## config.mk

```make
export PLATFORM = sky130hd
export DESIGN_NAME = rs232_uart
export DESIGN_NICKNAME = d
export VERILOG_FILES = /design/src/rtl/rs232_uart.sv
export SDC_FILE = /design/constraint.sdc
export NUM_CORES = 1
export LEC_CHECK = 0
export CORE_MARGIN = 3
export CORE_UTILIZATION = 49
export CTS_BUF_LIST = sky130_fd_sc_hd__clkbuf_4 sky130_fd_sc_hd__clkbuf_8 sky130_fd_sc_hd__clkbuf_16
export DETAILED_ROUTE_END_ITERATION = 16
export GPL_TIMING_DRIVEN = 0
export PLACE_DENSITY = 0.68
export SLEW_MARGIN = 20
export SYNTH_ARGS = -nofsm -noshare
export SYNTH_HDL_FRONTEND = slang
export SYNTH_SLANG_ARGS = --single-unit
```

## constraint.sdc

```tcl
create_clock -name clk_in -period 3.03 [get_ports clk_in]
set_input_delay 0.606 -clock clk_in [delete_from_list [all_inputs] [get_ports clk_in]]
set_output_delay 0.606 -clock clk_in [all_outputs]
set_load 0.01 [all_outputs]
```

## src/rtl/rs232_uart.sv

```systemverilog
// RS232 UART: 2-flop synchronised receiver and FIFO-buffered transmitter with echo loopback.
// Define RS232_PARITY_EN to append an even-parity bit after the data bits in both directions.
module rs232_uart #(
    parameter int DATA_BITS    = 8,
    parameter int CLKS_PER_BIT = 16,
    parameter int FIFO_DEPTH   = 4
) (
    input  logic                 clk_in,
    input  logic                 rst_in,
    input  logic                 rxd_in,
    output logic                 txd_out,
    output logic [DATA_BITS-1:0] rx_data_out,
    output logic                 rx_valid_out,
    output logic                 rx_err_out,
    input  logic [DATA_BITS-1:0] tx_data_in,
    input  logic                 tx_valid_in,
    output logic                 tx_ready_out,
    input  logic                 echo_in,
    output logic                 ovf_out
);
    localparam int CNT_W = $clog2(CLKS_PER_BIT);
    localparam int IDX_W = 4;
    localparam int PTR_W = $clog2(FIFO_DEPTH);
    localparam logic [CNT_W-1:0] BIT_LAST  = CNT_W'(CLKS_PER_BIT - 1);
    localparam logic [CNT_W-1:0] HALF_LAST = CNT_W'(CLKS_PER_BIT / 2 - 1);
    localparam logic [IDX_W-1:0] IDX_LAST  = IDX_W'(DATA_BITS - 1);

    typedef enum logic [2:0] {RX_IDLE, RX_START, RX_DATA, RX_PARITY, RX_STOP, RX_WAIT_IDLE} rx_state_t;
    typedef enum logic [2:0] {TX_IDLE, TX_START, TX_DATA, TX_PARITY, TX_STOP} tx_state_t;

    logic                 r_rx_meta, r_rx_sync, r_rx_prev;
    rx_state_t            r_rx_state, w_rx_next;
    logic [CNT_W-1:0]     r_rx_cnt;
    logic [IDX_W-1:0]     r_rx_idx;
    logic [DATA_BITS-1:0] r_rx_shift, r_rx_data;
    logic                 r_rx_valid, r_rx_err;
    logic                 w_rx_tick, w_rx_done, w_rx_fail, w_rx_par_bad;

    tx_state_t            r_tx_state, w_tx_next;
    logic [CNT_W-1:0]     r_tx_cnt;
    logic [IDX_W-1:0]     r_tx_idx;
    logic [DATA_BITS-1:0] r_tx_shift, w_push_data, w_head;
    logic                 r_txd, w_txd_next, w_tx_tick, w_tx_pop;
    logic [DATA_BITS-1:0] r_fifo_mem [FIFO_DEPTH];
    logic [PTR_W:0]       r_wr_ptr, r_rd_ptr;
    logic                 w_full, w_empty, w_push, w_tx_ready, w_avail, r_ovf;

`ifdef RS232_PARITY_EN
    logic r_rx_par_err, r_tx_par;
    assign w_rx_par_bad = r_rx_par_err;
`else
    assign w_rx_par_bad = 1'b0;
`endif

    always_comb begin
        w_rx_next = r_rx_state;
        w_rx_tick = 1'b0;
        w_rx_done = 1'b0;
        w_rx_fail = 1'b0;
        case (r_rx_state)
            RX_IDLE: if (r_rx_prev && !r_rx_sync) w_rx_next = RX_START;
            RX_START: if (r_rx_cnt == HALF_LAST) begin
                w_rx_tick = 1'b1;
                w_rx_next = r_rx_sync ? RX_IDLE : RX_DATA;
            end
            RX_DATA: if (r_rx_cnt == BIT_LAST) begin
                w_rx_tick = 1'b1;
`ifdef RS232_PARITY_EN
                if (r_rx_idx == IDX_LAST) w_rx_next = RX_PARITY;
`else
                if (r_rx_idx == IDX_LAST) w_rx_next = RX_STOP;
`endif
            end
`ifdef RS232_PARITY_EN
            RX_PARITY: if (r_rx_cnt == BIT_LAST) begin
                w_rx_tick = 1'b1;
                w_rx_next = RX_STOP;
            end
`endif
            RX_STOP: if (r_rx_cnt == BIT_LAST) begin
                w_rx_tick = 1'b1;
                // A low stop bit may be a break; wait for the line to recover before hunting again.
                if (!r_rx_sync) begin
                    w_rx_fail = 1'b1;
                    w_rx_next = RX_WAIT_IDLE;
                end else begin
                    w_rx_fail = w_rx_par_bad;
                    w_rx_done = !w_rx_par_bad;
                    w_rx_next = RX_IDLE;
                end
            end
            RX_WAIT_IDLE: if (r_rx_sync) w_rx_next = RX_IDLE;
            default: w_rx_next = RX_IDLE;
        endcase
    end

    always_ff @(posedge clk_in) begin
        if (rst_in) begin
            r_rx_meta  <= 1'b1;
            r_rx_sync  <= 1'b1;
            r_rx_prev  <= 1'b1;
            r_rx_state <= RX_IDLE;
            r_rx_cnt   <= '0;
            r_rx_idx   <= '0;
            r_rx_data  <= '0;
            r_rx_valid <= 1'b0;
            r_rx_err   <= 1'b0;
        end else begin
            r_rx_meta  <= rxd_in;
            r_rx_sync  <= r_rx_meta;
            r_rx_prev  <= r_rx_sync;
            r_rx_state <= w_rx_next;
            if (r_rx_state == RX_IDLE || r_rx_state == RX_WAIT_IDLE || w_rx_tick) r_rx_cnt <= '0;
            else r_rx_cnt <= r_rx_cnt + CNT_W'(1);
            if (r_rx_state == RX_START) r_rx_idx <= '0;
            else if (r_rx_state == RX_DATA && w_rx_tick) r_rx_idx <= r_rx_idx + IDX_W'(1);
            r_rx_valid <= w_rx_done;
            r_rx_err   <= w_rx_fail;
            if (w_rx_done) r_rx_data <= r_rx_shift;
        end
    end

    always_ff @(posedge clk_in) begin
        if (r_rx_state == RX_DATA && w_rx_tick) r_rx_shift <= {r_rx_sync, r_rx_shift[DATA_BITS-1:1]};
    end

`ifdef RS232_PARITY_EN
    always_ff @(posedge clk_in) begin
        if (rst_in) r_rx_par_err <= 1'b0;
        else if (r_rx_state == RX_PARITY && w_rx_tick) r_rx_par_err <= r_rx_sync ^ (^r_rx_shift);
    end
`endif

    assign w_empty     = (r_wr_ptr == r_rd_ptr);
    assign w_full      = (r_wr_ptr[PTR_W] != r_rd_ptr[PTR_W]) &&
                         (r_wr_ptr[PTR_W-1:0] == r_rd_ptr[PTR_W-1:0]);
    assign w_tx_ready  = !w_full && !echo_in && !rst_in;
    assign w_push      = echo_in ? (r_rx_valid && !w_full) : (tx_valid_in && w_tx_ready);
    assign w_push_data = echo_in ? r_rx_data : tx_data_in;
    // An idle transmitter takes a word being pushed into an empty FIFO straight through.
    assign w_avail     = !w_empty || w_push;
    assign w_head      = w_empty ? w_push_data : r_fifo_mem[r_rd_ptr[PTR_W-1:0]];
    assign w_tx_tick   = (r_tx_cnt == BIT_LAST);

    always_comb begin
        w_tx_next  = r_tx_state;
        w_tx_pop   = 1'b0;
        w_txd_next = r_txd;
        case (r_tx_state)
            TX_IDLE: if (w_avail) begin
                w_tx_next  = TX_START;
                w_tx_pop   = 1'b1;
                w_txd_next = 1'b0;
            end
            TX_START: if (w_tx_tick) begin
                w_tx_next  = TX_DATA;
                w_txd_next = r_tx_shift[0];
            end
            TX_DATA: if (w_tx_tick) begin
                if (r_tx_idx == IDX_LAST) begin
`ifdef RS232_PARITY_EN
                    w_tx_next  = TX_PARITY;
                    w_txd_next = r_tx_par;
`else
                    w_tx_next  = TX_STOP;
                    w_txd_next = 1'b1;
`endif
                end else begin
                    w_txd_next = r_tx_shift[1];
                end
            end
`ifdef RS232_PARITY_EN
            TX_PARITY: if (w_tx_tick) begin
                w_tx_next  = TX_STOP;
                w_txd_next = 1'b1;
            end
`endif
            TX_STOP: if (w_tx_tick) begin
                w_tx_next  = w_avail ? TX_START : TX_IDLE;
                w_tx_pop   = w_avail;
                w_txd_next = !w_avail;
            end
            default: w_tx_next = TX_IDLE;
        endcase
    end

    always_ff @(posedge clk_in) begin
        if (rst_in) begin
            r_tx_state <= TX_IDLE;
            r_tx_cnt   <= '0;
            r_tx_idx   <= '0;
            r_txd      <= 1'b1;
            r_wr_ptr   <= '0;
            r_rd_ptr   <= '0;
            r_ovf      <= 1'b0;
        end else begin
            r_tx_state <= w_tx_next;
            r_txd      <= w_txd_next;
            if (r_tx_state == TX_IDLE || w_tx_tick) r_tx_cnt <= '0;
            else r_tx_cnt <= r_tx_cnt + CNT_W'(1);
            if (w_tx_pop) r_tx_idx <= '0;
            else if (r_tx_state == TX_DATA && w_tx_tick) r_tx_idx <= r_tx_idx + IDX_W'(1);
            if (w_push) r_wr_ptr <= r_wr_ptr + (PTR_W+1)'(1);
            if (w_tx_pop) r_rd_ptr <= r_rd_ptr + (PTR_W+1)'(1);
            r_ovf <= echo_in && r_rx_valid && w_full;
        end
    end

    always_ff @(posedge clk_in) begin
        if (w_push) r_fifo_mem[r_wr_ptr[PTR_W-1:0]] <= w_push_data;
        if (w_tx_pop) begin
            r_tx_shift <= w_head;
`ifdef RS232_PARITY_EN
            r_tx_par   <= ^w_head;
`endif
        end else if (r_tx_state == TX_DATA && w_tx_tick) begin
            r_tx_shift <= r_tx_shift >> 1;
        end
    end

    assign txd_out      = r_txd;
    assign rx_data_out  = r_rx_data;
    assign rx_valid_out = r_rx_valid;
    assign rx_err_out   = r_rx_err;
    assign tx_ready_out = w_tx_ready;
    assign ovf_out      = r_ovf;
endmodule

```

==> results of run 1 <==
[final timing paths]
check | from | endpoint | slack, ns | depth (start not counted)
setup / recovery | echo_in | tx_ready_out | 0.38 | 4
hold / removal | r_rx_meta$_SDFF_PP1_ | r_rx_sync$_SDFF_PP1_ | 0.42 | 1
setup reg to reg | r_rx_cnt[0]$_SDFF_PP0_ | r_rx_idx[3]$_SDFFE_PP0P_ | 0.89 | 6
hold reg to reg | r_rx_meta$_SDFF_PP1_ | r_rx_sync$_SDFF_PP1_ | 0.42 | 1
[where the power goes]
| part | internal [mW] | switching [mW] | leakage [nW] | total (mW) |
|---|---|---|---|---|
| Sequential | 1.47 | 0.0590 | 0.807 | 1.53 |
| Clock | 0.396 | 0.428 | 0.0929 | 0.825 |
| Combinational | 0.323 | 0.385 | 0.731 | 0.709 |
[kinds of logic after synthesis]
group / count (synthesis) / share of synthesized area [%]
muxes: 36 / 11.9
AOI/OAI and AO/OA: 30 / 5.27
buffers and inverters: 22 / 2.75
DFF: 93 / 59.1
xor gates and xnor gates: 18 / 4.36
and+or+nand+nor: 109 / 13.8
adders and majority gates: 9 / 2.84
[area by class of cell]
cell class,instances,area share (%)
Timing Repair Buffer,24,5.30
Clock inverter,6,1.55
Buffer,15,1.82
Multi-Input combinational cell,202,33.4
Clock buffer,10,2.90
Sequential cell,93,51.7
Inverter,7,0.580
Tap cell,102,2.82
[sequential cells by signal (all words and copies together), names as in the netlist, 3 cells and up, named ones only]
| signal | count |
|---|---|
| r_fifo_mem | 32 |
| r_rd_ptr | 3 |
| r_rx_cnt | 4 |
| r_rx_idx | 4 |
| r_rx_shift | 8 |
| r_rx_state | 3 |
| r_tx_cnt | 4 |
| r_tx_idx | 4 |
| r_tx_shift | 8 |
| r_tx_state | 3 |
| r_wr_ptr | 3 |
| rx_data_out | 8 |
[per-stage QoR]
stage                     hold slack [ns]  setup slack (ns)
final                               0.420             0.382
after global routing                0.434             0.318
after CTS                           0.427             0.366
after detailed placement            0.406             0.223
after global placement              0.395             0.302
after floorplan                     0.383             0.916
[synthesized netlist by cell type, types with 5 or more instances]
cell type / number
sky130_fd_sc_hd__a21oi_1: 5
sky130_fd_sc_hd__dfxtp_1: 45
sky130_fd_sc_hd__ha_1: 9
sky130_fd_sc_hd__xor2_1: 8
sky130_fd_sc_hd__clkbuf_1: 5
sky130_fd_sc_hd__mux2i_1: 20
sky130_fd_sc_hd__mux4_2: 8
sky130_fd_sc_hd__xnor2_1: 8
sky130_fd_sc_hd__nor2_1: 39
sky130_fd_sc_hd__inv_1: 6
sky130_fd_sc_hd__mux2_2: 8
sky130_fd_sc_hd__nand3_1: 8
sky130_fd_sc_hd__buf_2: 6
sky130_fd_sc_hd__nor3_1: 6
sky130_fd_sc_hd__nand2b_1: 5
sky130_fd_sc_hd__edfxtp_1: 48
sky130_fd_sc_hd__o21ai_1: 10
sky130_fd_sc_hd__nand2_1: 19
[worst register-to-register path, cell delays in order, from the launching register on]
cell and delay, ns:
sky130_fd_sc_hd__dfxtp_1 0.36, sky130_fd_sc_hd__ha_1 0.22, sky130_fd_sc_hd__nand3_1 0.21, sky130_fd_sc_hd__nor3_2 0.77
sky130_fd_sc_hd__nand4_1 0.22, sky130_fd_sc_hd__xnor2_1 0.20, sky130_fd_sc_hd__nor2_1 0.06
[per-layer routing]
metal | up-vias | wire, microns | GRT usage [%]
li1 | 1209 | - | -
met1 | 1180 | 3280 | 21.2
met2 | 25 | 3480 | 26.8
met3 | 9 | 170 | 3.91
met4 | 0 | 99 | 6.28
met5 | - | 0 | 0
==> results.sh, run 1 <==
export IMPL_grt_overflow=0
export IMPL_critPathMostFrequentCell="sky130_fd_sc_hd__clkdlybuf4s50_1"
export IMPL_critical_path_n_buffers_inverters=3
export IMPL_core_rowCount=32
export IMPL_seq_area_sq_mm=0.00234
export IMPL_grt_setup_unrepaired="false"
export IMPL_synthesis_instances=317
export IMPL_cts_buffers_inserted=9
export IMPL_cts_path_max_buffers=2
export IMPL_stdcell_area_sq_mm=0.00453
export IMPL_drv_max_cap_violation_count=0
export IMPL_final_net_count=374
export IMPL_finClkSkew_ns=0.0121
export IMPL_hold_fails_final_rpt=0
export IMPL_final_common_cell="sky130_fd_sc_hd__edfxtp_1"
export IMPL_drtAntennaViolNets=0
export IMPL_nFillCells=634
export IMPL_via_count=2423
export IMPL_dp_cells=443
export IMPL_grt_pass1_wl_microns=11400
export IMPL_timing_critical_path_required_ns=2.42
export IMPL_run_status="complete, no violations"
export IMPL_static_leakage_power_nw=1.63
export IMPL_final_critical_delay_including_setup_and_external_delays_ns=2.65
export IMPL_final_max_slew_viol_count=0
export IMPL_final_core_utilization_pct=58.1
export IMPL_post_cts_setup_buffers=0
export IMPL_syn_mean_instance_area_sq_um=12.5
export IMPL_cp_slowest_cell="sky130_fd_sc_hd__clkdlybuf4s50_1"
export IMPL_synthArstFlopShare_pct=0
export IMPL_post_dp_cell_area_sq_mm=0.00433
export IMPL_setup_worst_path_start_class="primary input"
export IMPL_antenna_found_initial=0
export IMPL_final_cell_mix="sky130_fd_sc_hd__edfxtp_1 (48), sky130_fd_sc_hd__dfxtp_1 (45), sky130_fd_sc_hd__nor2_1 (39), sky130_fd_sc_hd__clkdlybuf4s50_1 (24), sky130_fd_sc_hd__mux2i_1 (20)"
export IMPL_setup_viol=0
export IMPL_drt_iter0_markers=105
export IMPL_cts_hold_buffers_added=0
export IMPL_tritoncts="built"
export IMPL_power_density_mw_per_mm2=675
export IMPL_antennaDiodeCount=0
export IMPL_htreeDepth=3
export IMPL_fp_coreArea_sq_mm=0.00781
export IMPL_dieWidth_microns=95.9
export IMPL_final_setup_tns_ns=0
export IMPL_initial_core_util_pct=50.8
export IMPL_synth_top_area_cell="sky130_fd_sc_hd__edfxtp_1"
export IMPL_floorplan_die_area_sq_mm=0.00920
export IMPL_worst_ir_drop_vdd_mv=0.249
export IMPL_synthDistinctLibCells=52
export IMPL_synth_top_cells_by_area="sky130_fd_sc_hd__edfxtp_1 (36%), sky130_fd_sc_hd__dfxtp_1 (23%), sky130_fd_sc_hd__mux2i_1 (5.1%)"
export IMPL_ctsRootBufferMaster="sky130_fd_sc_hd__clkbuf_8"
export IMPL_postCtsResizedCells=0
export IMPL_drive_above_1_share_pct=13.4
export IMPL_synth_edff_count=48
export IMPL_postSynthNetCount=339
export IMPL_cp_max_fo=10
export IMPL_wl_per_cell_microns=15.3
export IMPL_worstPathCellList="clkdlybuf4s50_1 -> buf_2 -> nor3b_1 -> clkdlybuf4s50_1"
export IMPL_ys_seq_area_share_pct=59.1
export IMPL_ports_placed_on_the_boundary=26
export IMPL_drtPass1Iterations=4
export IMPL_cp_arrival_ns=2.04
export IMPL_synthesis_area_sq_mm=0.00396
export IMPL_timing_hold_worst_class="reg2reg"
export IMPL_first_global_vias=2389
export IMPL_multiInputGateArea_sq_mm=0.00151
export IMPL_post_layout_total_power_mw=3.06
export IMPL_tightest_slew_ns=0.890
export IMPL_dp_hpwl_microns=5050
export IMPL_numPortBuffers=24
export IMPL_crit_end_category="output pin"
export IMPL_gp_routability_congestion=0.772
export IMPL_slew_headroom_pct=40.4
export IMPL_drt_total_wl_microns=7030
export IMPL_yosys_register_bits=93
export IMPL_clock_sinks=93
export IMPL_ys_flop_type="sky130_fd_sc_hd__edfxtp_1"
export IMPL_grtUsageTotal_pct=16.4
export IMPL_path_clk_slew_ns=0.09
export IMPL_largest_stage_delay_worst_path_ns=0.57
export IMPL_fmax_ghz=0.378
export IMPL_timing_critical_path_max_delay_family="buffers and inverters"
export IMPL_timing_setup_critical_path_class="in2out"
export IMPL_instances_no_fill=459
export IMPL_grt_max_degree=17
export IMPL_fin_crit_sh_pct=87.4
export IMPL_areaGrowthSynthToFinish_pct=14.4
export IMPL_detail_route_vias_per_cell=5.28
export IMPL_yosys_warnings=0
export IMPL_die_height_microns=95.9
export IMPL_remaining_drc_errors=0
export IMPL_synth_top_cell_area_share_pct=36.4
export IMPL_clock_latency_on_the_worst_skew_pair_ns=0.35
Power figures use the tool's default switching activity.
==> inputs of run 2 (changes only) <==
--- a/config.mk
+++ b/config.mk
@@ -11,6 +11,7 @@
 export DETAILED_ROUTE_END_ITERATION = 16
 export GPL_TIMING_DRIVEN = 0
 export PLACE_DENSITY = 0.68
+export SKIP_CTS_REPAIR_TIMING = 1
 export SLEW_MARGIN = 20
 export SYNTH_ARGS = -nofsm -noshare
 export SYNTH_HDL_FRONTEND = slang
==> results of run 2 <==
No change in the layout: final DEF, timing and power equal those of run 1.
